`config.mk`:
```
export PLATFORM = sky130hd
export DESIGN_NAME = uno_var_gen
export DESIGN_NICKNAME = d
export VERILOG_FILES = /design/src/rtl/raven_uno_pkg.sv /design/src/rtl/lead_one_det.sv /design/src/rtl/uno_var_gen.sv
export SDC_FILE = /design/constraint.sdc
export NUM_CORES = 1
export LEC_CHECK = 0
export ABC_CLOCK_PERIOD_IN_PS = 4800
export CORE_MARGIN = 5
export CORE_UTILIZATION = 60
export DETAILED_ROUTE_END_ITERATION = 10
export DONT_BUFFER_PORTS = 1
export PLACE_DENSITY = 0.87
export SLEW_MARGIN = 20
export SYNTH_ARGS = -nofsm -noshare
export SYNTH_HDL_FRONTEND = slang
export SYNTH_SLANG_ARGS = --single-unit
```
`constraint.sdc`:
```
create_clock -name clk -period 4.8 [get_ports clk]
set_input_delay 0.96 -clock clk [delete_from_list [all_inputs] [get_ports clk]]
set_output_delay 0.96 -clock clk [all_outputs]
set_load 0.005 [all_outputs]
```
`src/rtl/raven_uno_pkg.sv`:
```
// Shared types and helpers for the RAVEN unary-variable generator.
//   uno_mode_e   : beat mode (gemm / div / exp / log)
//   uno_point    : 0.75 in the fixed-point format with fra_bw fraction bits
//   uno_shift_bw : width of the signed normalisation shift for a mul_bw operand
package raven_uno_pkg;

  typedef enum logic [1:0] {
    UNO_GEMM = 2'b00,
    UNO_DIV  = 2'b01,
    UNO_EXP  = 2'b10,
    UNO_LOG  = 2'b11
  } uno_mode_e;

  function automatic int unsigned uno_point(input int unsigned fra_bw);
    return 32'd3 << (fra_bw - 32'd2);
  endfunction

  function automatic int unsigned uno_shift_bw(input int unsigned mul_bw);
    return $clog2(mul_bw) + 32'd1;
  endfunction

endpackage

```
`src/rtl/lead_one_det.sv`:
```
// Parametric priority encoder: position of the most significant set bit.
//   x    : operand
//   p    : index of the highest 1 (0 when x is zero)
//   zero : x has no set bit
module lead_one_det #(
  parameter int unsigned W = 16
) (
  input  logic [W-1:0]         x,
  output logic [$clog2(W)-1:0] p,
  output logic                 zero
);

  localparam int unsigned PW = $clog2(W);

  // Later (higher) indices overwrite earlier ones, so the MSB wins.
  always_comb begin
    p = '0;
    for (int i = 0; i < W; i++) begin
      if (x[i]) p = PW'(i);
    end
  end

  assign zero = ~|x;

endmodule

```
`src/rtl/uno_var_gen.sv`:
```
// Multi-lane two-stage generator of the normalised variable for the unary
// (div/exp/log) datapath, with a valid/ready elastic handshake.
//   clk, rst_n           : clock, asynchronous active-low reset
//   in_valid / in_ready  : input beat handshake (in_ready is combinational)
//   gemm_uno_i           : mode 00 gemm, 01 div, 10 exp, 11 log
//   x_i                  : signed operands, lane k at [k*MUL_BW +: MUL_BW]
//   out_valid / out_ready: output beat handshake
//   mode_o, var_o, shift_o, xint_o, err_o : per-beat / per-lane results
// Build option: define UNO_VAR_GEN_RND_EN to round half-up on the
// right-shift normalisation path instead of truncating.
module uno_var_gen
  import raven_uno_pkg::*;
#(
  parameter  int unsigned NUM_LANE = 4,
  parameter  int unsigned INT_BW   = 5,
  parameter  int unsigned FRA_BW   = 10,
  parameter  int unsigned MUL_BW   = 16,
  localparam int unsigned SHIFT_BW = uno_shift_bw(MUL_BW)
) (
  input  logic                           clk,
  input  logic                           rst_n,
  input  logic                           in_valid,
  output logic                           in_ready,
  input  logic [1:0]                     gemm_uno_i,
  input  logic [NUM_LANE*MUL_BW-1:0]     x_i,
  output logic                           out_valid,
  input  logic                           out_ready,
  output logic [1:0]                     mode_o,
  output logic [NUM_LANE*MUL_BW-1:0]     var_o,
  output logic [NUM_LANE*SHIFT_BW-1:0]   shift_o,
  output logic [NUM_LANE*(INT_BW+1)-1:0] xint_o,
  output logic [NUM_LANE-1:0]            err_o
);

  localparam int unsigned PW = $clog2(MUL_BW);
  localparam int unsigned XB = INT_BW + 1;
  localparam int unsigned SW = MUL_BW + 1;
  localparam logic [MUL_BW-1:0] POINT = MUL_BW'(uno_point(FRA_BW));

  if (MUL_BW != 1 + INT_BW + FRA_BW) begin : g_bw_chk
    $error("uno_var_gen: MUL_BW must equal 1+INT_BW+FRA_BW");
  end

  logic s1_valid, s2_valid, s1_adv, s2_adv;
  uno_mode_e s1_mode, s2_mode;
  logic [NUM_LANE-1:0][MUL_BW-1:0]   s1_x;
  logic [NUM_LANE-1:0][PW-1:0]       s1_p, lod_p;
  logic [NUM_LANE-1:0]               s1_zero, lod_zero;
  logic [NUM_LANE-1:0][MUL_BW-1:0]   var_d, s2_var;
  logic [NUM_LANE-1:0][SHIFT_BW-1:0] shift_d, s2_shift;
  logic [NUM_LANE-1:0][XB-1:0]       xint_d, s2_xint;
  logic [NUM_LANE-1:0]               err_d, s2_err;

  // Elastic handshake: a stage advances when empty or when its successor does.
  assign s2_adv   = !s2_valid || out_ready;
  assign s1_adv   = !s1_valid || s2_adv;
  assign in_ready = s1_adv;

  for (genvar k = 0; k < NUM_LANE; k++) begin : g_lane
    logic [SHIFT_BW-1:0] sh, ramt;
    logic [MUL_BW-1:0]   norm;
    logic [MUL_BW-1:0]   l_var;
    logic [SHIFT_BW-1:0] l_shift;
    logic [XB-1:0]       l_xint;
    logic                l_err;
`ifdef UNO_VAR_GEN_RND_EN
    logic [SW-1:0]       rnd_sum;
`endif

    lead_one_det #(.W(MUL_BW)) u_lod (
      .x    (x_i[k*MUL_BW +: MUL_BW]),
      .p    (lod_p[k]),
      .zero (lod_zero[k])
    );

    // Bring the leading one to bit FRA_BW-1 so norm lands in [0.5,1).
    always_comb begin
      l_var   = '0;
      l_shift = '0;
      l_xint  = '0;
      l_err   = 1'b0;
      sh      = SHIFT_BW'(FRA_BW - 1) - SHIFT_BW'(s1_p[k]);
      ramt    = -sh;
`ifdef UNO_VAR_GEN_RND_EN
      rnd_sum = {1'b0, s1_x[k]} + (SW'(1) << (ramt - SHIFT_BW'(1)));
      norm    = sh[SHIFT_BW-1] ? MUL_BW'(rnd_sum >> ramt) : (s1_x[k] << sh);
`else
      norm    = sh[SHIFT_BW-1] ? (s1_x[k] >> ramt) : (s1_x[k] << sh);
`endif
      case (s1_mode)
        UNO_DIV, UNO_LOG: begin
          if (s1_zero[k] || s1_x[k][MUL_BW-1]) begin
            l_err = 1'b1;
          end else begin
            l_var   = POINT - norm;
            l_shift = sh;
          end
        end
        UNO_EXP: begin
          l_xint = XB'(s1_x[k][MUL_BW-1:FRA_BW]);
          l_var  = MUL_BW'(s1_x[k][FRA_BW-1:0]);
        end
        default: ;
      endcase
    end

    assign var_d[k]   = l_var;
    assign shift_d[k] = l_shift;
    assign xint_d[k]  = l_xint;
    assign err_d[k]   = l_err;
  end

  // Stage 1: operands, mode and leading-one positions.
  always_ff @(posedge clk or negedge rst_n) begin
    if (!rst_n) begin
      s1_valid <= 1'b0;
      s1_mode  <= UNO_GEMM;
      s1_x     <= '0;
      s1_p     <= '0;
      s1_zero  <= '0;
    end else if (s1_adv) begin
      s1_valid <= in_valid;
      if (in_valid) begin
        s1_mode <= uno_mode_e'(gemm_uno_i);
        s1_x    <= x_i;
        s1_p    <= lod_p;
        s1_zero <= lod_zero;
      end
    end
  end

  // Stage 2: normalised results, held while the consumer stalls.
  always_ff @(posedge clk or negedge rst_n) begin
    if (!rst_n) begin
      s2_valid <= 1'b0;
      s2_mode  <= UNO_GEMM;
      s2_var   <= '0;
      s2_shift <= '0;
      s2_xint  <= '0;
      s2_err   <= '0;
    end else if (s2_adv) begin
      s2_valid <= s1_valid;
      if (s1_valid) begin
        s2_mode  <= s1_mode;
        s2_var   <= var_d;
        s2_shift <= shift_d;
        s2_xint  <= xint_d;
        s2_err   <= err_d;
      end
    end
  end

  assign out_valid = s2_valid;
  assign mode_o    = s2_mode;
  assign var_o     = s2_var;
  assign shift_o   = s2_shift;
  assign xint_o    = s2_xint;
  assign err_o     = s2_err;

endmodule

```
==> metrics.txt <==
status=complete, no violations; initial drt markers=about 1800; critical path type=reg2reg; max-slew violation count=0; pre-CTS WS=~0.85 ns; P_sw=2850 uW; Post-synth ARST share=100%; Comb pwr share=between 40% and 50%; DRT Pass-1 Iters=6; Clock Power Share=roughly a quarter; # hold bufs at CTS=0; syn_area_per_cell=between 8 and 9 sq um; I/O Pins=186; Least-Margin Pin Slew=roughly 1 ns; core area=25900 sq um; final worst-path setup slack=slightly below 0.8 ns; leak pwr=slightly above 0.007 uW; final hold vios=0; WP data arrival=~4.4 ns; initial antenna violation count=0; PortBufs=0; clk slew on worst S/H paths=approximately 0.07 ns; CTS tree=built; Syn. warnings=0; Post-DP Area=about 16000 sq um; Area Overhead vs Synth=5.64%; final worst-path cycle share=a little over four fifths; die width=~170 um; vias in the first global route=13600; final core utilization=a little under two thirds; gr ovfl total=0; syn_nets=between 1500 and 2000; Seq/Total Area, Yosys=between 30% and 40%; pwr/cell area=433 nW/um^2; Post-Syn Instances=1800; unrepaired setup endpoints after global routing=false; largest net degree at the start of global routing=slightly above 200; Net count, final=1815; CP max FO=15; RR Startpoint=s1_p[10]; Worst slew margin=33.1%; Post-synth EDFFs=0; reg-to-reg endpoint=var_o[47]; Avg Vias per Cell=between 6 and 7; post-cts sizing count=0; FF-to-FF path depth=11; # setup viols final=0; die height=roughly 170 um; Hold Crit Class=in2async; CP startpoint kind=flip-flop; switching share of power=between 30% and 40%; post-route ant nets=0; fin area=roughly 17000 sq um; fraction of layout cells with a size suffix above 1=about an eighth; drc violations=0; worst skew pair latency=around 0.52 ns; Max rail drop VDD=335 uV; Placer Congestion=1.03; r2r setup slk=between 0.7 and 0.8 ns; all-layer global routing usage=about a third; DP HPWL=around 36000 um; Longest Clk Path Bufs=3; Netlist Area Pre-Place=15700 sq um; H-Tree Depth=1; DIE AREA=between 20000 and 30000 sq um; kind of end point of the critical path=flip-flop; CTS Buf Count=22; setup bufs post-CTS=0; design internal power=4320 uW; Fmax=between 200 and 250 MHz; number of distinct library cells after synthesis=between 90 and 100; Reg power frac=around a third; WHS=between 0.1 and 0.15 ns; Starting Density=around three fifths; worst path required time=around 5.2 ns; Vias=14300; Routed WL per cell=23.6 um; first-pass GRT wire length=around 77000 um; #FFs+latches synth=between 200 and 250; Root Driver=clkbuf_16; Clock Sink Count=just over 200; clock skew=around 0.019 ns; ys flop type=dfrtp_1; Rows=just under 60; Total Wirelength=slightly below 50000 um; setup TNS=0 ns; Max-Cap Viols=0; fin crit period=4.03 ns
## power by group through the flow
stage          Combinational [uW]  Sequential [uW]  Clock, uW
2_1_floorplan                2420             2230          0
3_3_place_gp                 2890             2450          0
3_5_place_dp                 2940             2460          0
4_1_cts                      2950             2430       1740
5_1_grt                      3270             2470       1810
6_report                     3000             2450       1720
## synth_stat cells (21+ instances only)
master / n / area (sq um)
a21oi_1: 79 / 395
o21ai_0: 88 / 440
mux2_2: 30 / 338
nor2_1: 142 / 533
nor3_1: 56 / 280
inv_1: 34 / 128
clkbuf_1: 83 / 312
mux4_2: 75 / 1690
a221oi_1: 33 / 289
xor2_1: 24 / 210
buf_2: 21 / 105
dfrtp_1: 202 / 5050
nand3_1: 55 / 275
xnor2_1: 35 / 307
mux2i_1: 97 / 971
nand2_1: 387 / 1450
## layout by cell type (no fill, tap or decap), types with 6 or more instances in the layout
master	count
clkbuf_16	23
o21ai_1	21
nand3_1	55
o21bai_1	15
inv_1	34
xor2_1	24
nand2_1	385
clkinv_1	6
nor2b_1	10
o31ai_1	8
o21ai_0	87
xnor2_1	35
a211oi_1	14
mux2_2	30
buf_4	32
nor4_1	14
nor2_1	142
o32ai_1	10
a221oi_1	33
a21oi_1	79
nand2b_1	12
dfrtp_1	198
nor3b_1	6
nand4_1	6
a31oi_1	19
nor3_1	56
o22ai_1	20
a21o_1	7
and3_1	11
ha_1	16
mux2i_1	97
and2_1	10
mux4_2	75
## cell families after synthesis
group | count (synthesis) | synth area share, %
AOI/OAI and AO/OA | 389 | 16.4
buffers and inverters | 168 | 4.43
muxes | 210 | 20.1
and+or+nand+nor | 746 | 21.0
xor gates and xnor gates | 69 | 4.48
adders and majority gates | 16 | 1.28
DFF | 202 | 32.3
## critical path: stages, from the launching register on
cell	delay, ns
dfrtp_1	0.42
inv_1	0.09
ha_1	0.55
xnor2_1	0.90
mux2i_1	0.31
o32ai_1	0.15
a221o_1	0.43
nor3_4	0.31
a31oi_2	0.19
nor4b_2	0.32
xnor2_1	0.15
o21ai_1	0.07
## how the worst max path moves through the flow
stage               slack (ns)     start  cells after the start   endpoint
floorplan                 0.84   s1_p[5]                     15  var_o[28]
global placement          1.01   s1_p[6]                     11  var_o[29]
detailed placement        0.85  s1_p[10]                     11  var_o[47]
CTS                       0.83  s1_p[10]                     11  var_o[47]
global route              0.47  s1_p[10]                     11  var_o[47]
finish                    0.77  s1_p[10]                     11  var_o[47]
## metrics by stage
step                      power (uW)  cells
after floorplan                 4650   1800
after global placement          5340   2040
after detailed placement        5410   2040
after CTS                       7130   2078
after global routing            7560   2078
final                           7170   2079
## state kept, by name, indices dropped and copies added (netlist names), 2 cells and up
signal,count
err_o,4
mode_o,2
s1_mode,2
s1_p,16
s1_x,64
s1_zero,4
shift_o,20
var_o,64
xint_o,24
## layout make-up
cell class	count	area [sq um]
diodes	1	2.50
clock buffers	30	622
clock inverters	8	101
fillers	2148	9360
inverters	41	154
multi-input cells	1430	9950
flip-flops and latches	202	5060
well taps	335	419
repair buffers	32	240
## per-layer routing
metal	track usage [%]	up-vias	share of wire, %	routed length [um]
met5	0	-	0	0
met4	11.4	0	3.9	1920
met3	7.33	151	10	5030
met2	51.0	818	46	22300
met1	45.3	6959	40	19700
li1	-	6418	-	-
Power figures use the tool's default switching activity.
